--- config.mk ---
export PLATFORM = sky130hd
export DESIGN_NAME = stage_mem_wb
export DESIGN_NICKNAME = d
export VERILOG_FILES = /design/src/rtl/stage_mem_wb.sv
export SDC_FILE = /design/constraint.sdc
export NUM_CORES = 2
export LEC_CHECK = 0
export ABC_AREA = 1
export CAP_MARGIN = 10
export CORE_MARGIN = 1
export CORE_UTILIZATION = 40
export CTS_CLUSTER_DIAMETER = 30
export CTS_CLUSTER_SIZE = 40
export DETAILED_ROUTE_END_ITERATION = 6
export PLACE_DENSITY = 0.54
export REMOVE_ABC_BUFFERS = 1
export SLEW_MARGIN = 20
export SYNTH_ARGS = -nofsm -noshare
export SYNTH_HDL_FRONTEND = slang
export SYNTH_SLANG_ARGS = --single-unit
--- constraint.sdc ---
create_clock -name clk -period 1.51 [get_ports clk]
set_input_delay 0.151 -clock clk [delete_from_list [all_inputs] [get_ports clk]]
set_output_delay 0.151 -clock clk [all_outputs]
set_load 0.01 [all_outputs]
--- src/rtl/stage_mem_wb.sv ---
// Memory stage and MEM/WB pipeline register: data-memory load/store on the EX result,
// then registers the write-back triple used by ID's register-file write port.
module stage_mem_wb #(
    parameter int unsigned MEM_DEPTH = 64,
    parameter int unsigned MEM_BASE  = 1024
) (
    input  logic        clk,
    input  logic        rst,
    input  logic        freeze,
    input  logic        wbEnIn,
    input  logic        memReadIn,
    input  logic        memWriteEnIn,
    input  logic [31:0] aluRes,
    input  logic [31:0] valRm,
    input  logic [3:0]  destIn,
    output logic        wbWbEn,
    output logic [31:0] wbValue,
    output logic [3:0]  wbDest,
    output logic        memOutValid
);

    localparam int          AW   = $clog2(MEM_DEPTH);
    localparam logic [31:0] BASE = 32'(MEM_BASE);
    localparam logic [31:0] SPAN = 32'(4 * MEM_DEPTH);

    logic [31:0]   mem_q [MEM_DEPTH];

    logic [31:0]   offset;
    logic          in_range;
    logic [AW-1:0] word_addr;
    logic [31:0]   rd_data;
    logic          is_load;

    logic          wb_en_d,   wb_en_q;
    logic [3:0]    dest_d,    dest_q;
    logic [31:0]   alu_res_d, alu_res_q;
    logic [31:0]   mem_data_d, mem_data_q;
    logic          mem_read_d, mem_read_q;
    logic          out_vld_d, out_vld_q;

    // Addresses below the base wrap to huge offsets, so one unsigned compare covers both ends.
    assign offset    = aluRes - BASE;
    assign in_range  = offset < SPAN;
    assign word_addr = offset[AW+1:2];
    assign rd_data   = in_range ? mem_q[word_addr] : '0;

    // A store takes priority over a simultaneous load request.
    assign is_load = memReadIn & ~memWriteEnIn;

    always_comb begin
        wb_en_d    = wbEnIn & ~memWriteEnIn;
        dest_d     = destIn;
        alu_res_d  = aluRes;
        mem_data_d = rd_data;
        mem_read_d = is_load;
        out_vld_d  = is_load & in_range;
    end

    always_ff @(posedge clk or negedge rst) begin
        if (!rst) begin
            for (int i = 0; i < int'(MEM_DEPTH); i++) begin
                mem_q[i] <= '0;
            end
        end else if (!freeze && memWriteEnIn && in_range) begin
            mem_q[word_addr] <= valRm;
        end
    end

    // MEM/WB boundary: rd_data is sampled before this edge's write lands (read-before-write).
    always_ff @(posedge clk or negedge rst) begin
        if (!rst) begin
            wb_en_q    <= 1'b0;
            dest_q     <= '0;
            alu_res_q  <= '0;
            mem_data_q <= '0;
            mem_read_q <= 1'b0;
            out_vld_q  <= 1'b0;
        end else if (!freeze) begin
            wb_en_q    <= wb_en_d;
            dest_q     <= dest_d;
            alu_res_q  <= alu_res_d;
            mem_data_q <= mem_data_d;
            mem_read_q <= mem_read_d;
            out_vld_q  <= out_vld_d;
        end
    end

    assign wbWbEn      = wb_en_q;
    assign wbDest      = dest_q;
    assign wbValue     = mem_read_q ? mem_data_q : alu_res_q;
    assign memOutValid = out_vld_q;

endmodule

# After elaboration in Yosys (flattened, before gate mapping)

Cells that the tools add are included.

Bits in registers: 2119
Output and inout bits: 38

Add/subtract/negate cells: 1
$lt $le $gt $ge: 3
Muxes and demuxes: 8
Bitwise gates (word level): 5
Reduce and logical (&&, ||, !) cells: 4

Operators with widths:

| kind                                                        | number |
|---|---|
| bitwise mux 2048 bit                                        | 1 |
| binary-select mux 32 bit (select 6 bit)                     | 1 |
| demux 32 bit (select 6 bit)                                 | 1 |
| two-way mux 32 bit                                          | 5 |
| less-than comparator 32 x 9 -> 1 bit, second input constant | 1 |
| subtractor 32 x 11 -> 32 bit, second input constant         | 1 |
| >= comparator 7 bit, second input constant                  | 1 |
| less-than comparator 7 x 1 -> 1 bit, second input constant  | 1 |
| NOT 6 -> 7 bit                                              | 1 |
| AND 1 bit                                                   | 3 |
| logical AND 1 bit                                           | 3 |
| zero test 1 bit                                             | 1 |
| NOT 1 bit                                                   | 1 |

# Depth between registers and ports, before layout

Word-level depth: 7
Depth in mapped cells: 16
Mapped depth without buffers: 13

# Worst setup path after synthesis

No wires, ideal clock.

Kind: input-to-reg
From: input port aluRes[11]
To: register mem_q[486] (netlist name)
Arrival: 1.867 ns
Data required time: 1.391 ns
Setup slack: -0.475 ns
Stages: 13
Path buffers: 3
Cells stage by stage: nor2_4 -> nand2_2 -> nor2_1 -> nand2_1 -> xor2_1 -> nand2_1 -> nor2b_1 -> buf_4 -> buf_2 -> nand4_2 -> buf_2 -> nand2_1 -> nand2_1

Longest elaborated chain between the ends: 3

RTL lines:

| item                                 | line | text |
|---|---|---|
| start, declared                      | 13   | `input logic [31:0] aluRes,` |
| subtractor 32 x 11 -> 32 bit         | 42   | `assign offset = aluRes - BASE;` |
| less-than comparator 32 x 9 -> 1 bit | 43   | `assign in_range = offset < SPAN;` |
| logical AND 1 bit                    | 64   | `end else if (!freeze && memWriteEnIn && in_range) begin` |
| end signal, assigned by index        | 65   | `mem_q[word_addr] <= valRm;` |
| end, declared                        | 26   | `logic [31:0] mem_q [MEM_DEPTH];` |

No other way between the ends.
A chain may end at the register's enable or synchronous reset.

# Worst setup path after layout

From: register mem_read_q
To: output port wbValue[27]

Longest elaborated chain between the ends: 1

RTL lines:

| item                   | line | text |
|---|---|---|
| start, declared        | 38   | `logic mem_read_d, mem_read_q;` |
| start signal, assigned | 83   | `mem_read_q <= mem_read_d;` |
| two-way mux 32 bit     | 90   | `assign wbValue = mem_read_q ? mem_data_q : alu_res_q;` |
| end, declared          | 17   | `output logic [31:0] wbValue,` |

No other way between the ends.

==> metrics.csv <==
metric,value,unit
Final Max Tran Viols,0,
cell mode on critical path,buf_12,
routability cong.,0.951,
HP Start,aluRes[18],
simple-gate share of the synthesized area,36.5,%
adder-cell share of the synthesized area,0,%
CTS tree,done,
Syn Std Cell Area,103000,um2
syn_area_per_cell,7.88,um2
Overflow after GRT,0,
Num CTS Buffers,525,
Die W,510,um
CTS Buffer Depth,4,
internal power,141,mW
sequential cell area fraction in the yosys report,51.4,%
Core Box Area,257000,um2
Net Sw Frac,24.7,%
DR iter-0 viols,14556,
DR vias/cell,6.12,
hold crit path type,input port to flip-flop,
crit start category,flip-flop,
initial antenna violation count,14,
pin count of the biggest net entering global routing,96,
setup ws final,-727,ps
fin crit share,148,%
DIE HEIGHT,510,um
reg2reg end,mem_data_q[13]$_DFFE_PN0N_,
final hold violations,0,
CP Data Required Time,1360,ps
CTS Sinks,2119,
Register-to-Register Setup Slack,-330,ps
Layout area overhead,41.0,%
Flop pwr share,30.5,%
HPWL after detailed placement,298,mm
DR WL/cell,27.9,um
Unique masters post-synth,27,
leakage power,76.0,nW
first-pass GRT wire length,715,mm
DRT antenna net count,0,
Clk network pwr share,61.7,%
total of max-cap violations,0,
Comb power frac,7.9,%
RSZ-0062 raised after global routing,yes,
total wire length,499,mm
Initial Utilization,40.2,%
root buf cell,clkbuf_16,
Syn Inst Count,13095,
Max rail drop VDD,0.00110,V
Total Routing Usage GR,36.9,%
worst r2r path cells,10,
die area,260000,um2
Final Util,56.7,%
setup TNS,-325690,ps
Compound-Gate Fraction of Synth Area,5.68,%
clock-pin slew on the worst setup and hold paths,50,ps
setup-violating endpoint count in the final report,2084,
Ys Warns,0,
CTS H-tree depth,6,
vias post-DR,109346,
Achievable Freq,0.447,GHz
outcome,"complete, but fails checks",
CP peak stage delay,450,ps
"Data arrival, critical path",2090,ps
power density over the cells,1290,nW/um2
Worst Skew,52.8,ps
Post-Synth XOR/XNOR Area,0.0424,%
crit path time final,2240,ps
mux cell area share after synthesis,0,%
critical path type,flip-flop to output pin,
synthesized flop and latch total,2119,
CP top delay family,buffers and inverters,
CP cell instances,"inv_4, buf_12, buf_12, nand2_4, nand2_8, buf_6",
fraction of layout cells with a size suffix above 1,21.9,%
DRC viols,0,
fin nets,14145,
main combinational cell family by area after synthesis,simple AND/OR/NAND/NOR gates,
Min-Delay Endpoint,alu_res_q[18]$_DFFE_PN0N_,
number of global-route vias before repair,106612,
worst slew pin tran,662,ps
Slew Limit Headroom,55.9,%
worst r2r src,mem_q[1645]$_DFFE_PN0P_,
CP Buf/Inv Count,4,
hold path cells,6,
First-pass DRT Iterations,7,
slowest CP cell,dfrtp_2,
P_sw,46.3,mW
Skew-Pair Late Insertion Delay,920,ps
Worst Path Max Fanout,5,
IO Pins,112,
row count,186,
PortBufs,111,
Worst Setup End Kind,output pin,
failing checks,negative setup slack,
-- cells in the final DEF, fill, tap and decap left out, types with 22 or more instances in the layout --
cell / instances
nand2_1: 4624
dfrtp_1: 2118
nand4_1: 2111
nor2_1: 1145
buf_4: 965
o22ai_1: 717
clkbuf_16: 583
buf_12: 458
nand2_2: 218
o21ai_0: 137
buf_6: 122
inv_1: 113
clkbuf_8: 96
clkinv_2: 92
nor2_4: 91
nand2_4: 81
dlygate4sd3_1: 79
clkbuf_1: 78
buf_16: 76
o21ai_1: 70
bufinv_16: 61
a21oi_1: 51
nand3_1: 48
buf_8: 26
inv_6: 25
buf_2: 25
nand4_2: 24
nor2_2: 23
clkinvlp_4: 23
bufbuf_16: 23
nand4_4: 22
-- worst max path at each step --
| stage | startpoint | to | slack [ps] | depth (start not counted) |
|---|---|---|---|---|
| 3_3_place_gp | aluRes[15] | mem_q[1915]$_DFFE_PN0P_ | -1550 | 17 |
| 5_1_grt | mem_read_q$_DFFE_PN0N_ | wbValue[14] | -750 | 6 |
| 2_1_floorplan | memWriteEnIn | mem_q[0]$_DFFE_PN0P_ | -89020 | 5 |
| 3_5_place_dp | aluRes[20] | mem_q[1907]$_DFFE_PN0P_ | -1540 | 18 |
| 4_1_cts | mem_read_q$_DFFE_PN0N_ | wbValue[7] | -740 | 7 |
| 6_report | mem_read_q$_DFFE_PN0N_ | wbValue[27] | -730 | 6 |
-- state kept, by name, indices dropped and copies added, names as in the netlist --
register / count
mem_q: 2048
memOutValid: 1
wbDest: 4
mem_data_q: 32
alu_res_q: 32
wbWbEn: 1
mem_read_q: 1
-- synthesized netlist by cell type --
master	count	area (um2)
nand2_1	4935	18500
dfrtp_1	2119	53000
nand4_1	2111	13200
nor2_1	1254	4710
clkbuf_1	1023	3840
o22ai_1	717	4490
o21ai_0	213	1070
buf_2	174	871
inv_1	126	473
buf_4	117	878
nand3_1	87	435
a21oi_1	53	265
nand4_2	46	576
buf_1	40	150
buf_6	34	383
inv_2	13	48.8
nor3_1	10	50.1
xor2_1	5	43.8
nand3b_1	3	22.5
nor2_4	3	33.8
o21ai_1	3	15.0
o22a_1	3	26.3
nor2_2	2	12.5
nand2_2	1	6.26
nand3_2	1	10.0
nor2_8	1	20.0
nor2b_1	1	6.26
-- worst reg2reg max path: cells and delay by family, from the launching register on --
kind / cells / cell delay (ps)
AO/OA/AOI/OAI: 2 / 360
AND/OR/NAND/NOR: 8 / 1080
flip-flops: 1 / 360
-- cells by family (layout without fill, tap and decap cells) --
family | after synthesis | in the layout
flops | 2119 | 2119
simple gates | 8455 | 8455
xor+xnor | 5 | 5
buf+inv | 1527 | 2912
compound gates | 989 | 989
other cells | 0 | 17
-- metrics by stage --
stage | area (um2) | cells | power [mW] | setup WS (ps) | hold WS [ps]
final | 145000 | 17881 | 188 | -727 | 20.9
after global routing | 145000 | 17871 | 192 | -753 | 7.00
after CTS | 142000 | 17773 | 187 | -741 | 15.0
after detailed placement | 119000 | 16599 | 71.4 | -1540 | 69.4
after global placement | 119000 | 16599 | 71.4 | -1550 | 79.1
after floorplan | 97100 | 11707 | 61.8 | -89020 | -145
-- layout make-up --
class / count / area, um2
Fill cell: 22202 / 111000
Sequential cell: 2119 / 53000
Multi-Input combinational cell: 9449 / 46200
Timing Repair Buffer: 1837 / 23300
Clock buffer: 710 / 15000
Tap cell: 3384 / 4230
Clock inverter: 226 / 3060
Inverter: 139 / 547
Antenna cell: 17 / 42.5
-- metal layers --
layer | GRT usage (%) | vias to the layer above | share of wire, %
li1 | - | 46907 | -
met1 | 46.4 | 53573 | 37
met2 | 55.1 | 7242 | 43
met3 | 9.52 | 1622 | 11
met4 | 26.5 | 2 | 8.2
met5 | 0 | - | 0.0026
-- power groups by stage --
stage / clock [mW] / sequential, mW / combinational (mW)
2_1_floorplan: 0 / 58.0 / 3.85
3_3_place_gp: 0 / 58.0 / 13.4
3_5_place_dp: 0 / 58.0 / 13.4
4_1_cts: 116 / 57.1 / 14.1
5_1_grt: 119 / 57.1 / 15.3
6_report: 116 / 57.1 / 14.8
-- what timing repair did --
item                       in CTS  in global routing
hold buffers                   78                  3
setup endpoints to repair    2119               2125
hold endpoints to repair     4236                 26
resized for setup             708                530
cloned                         74                 54
buffers inserted               88                 55
pin swaps                      93                110
Note: power is estimated with default switching activity, not from simulation.
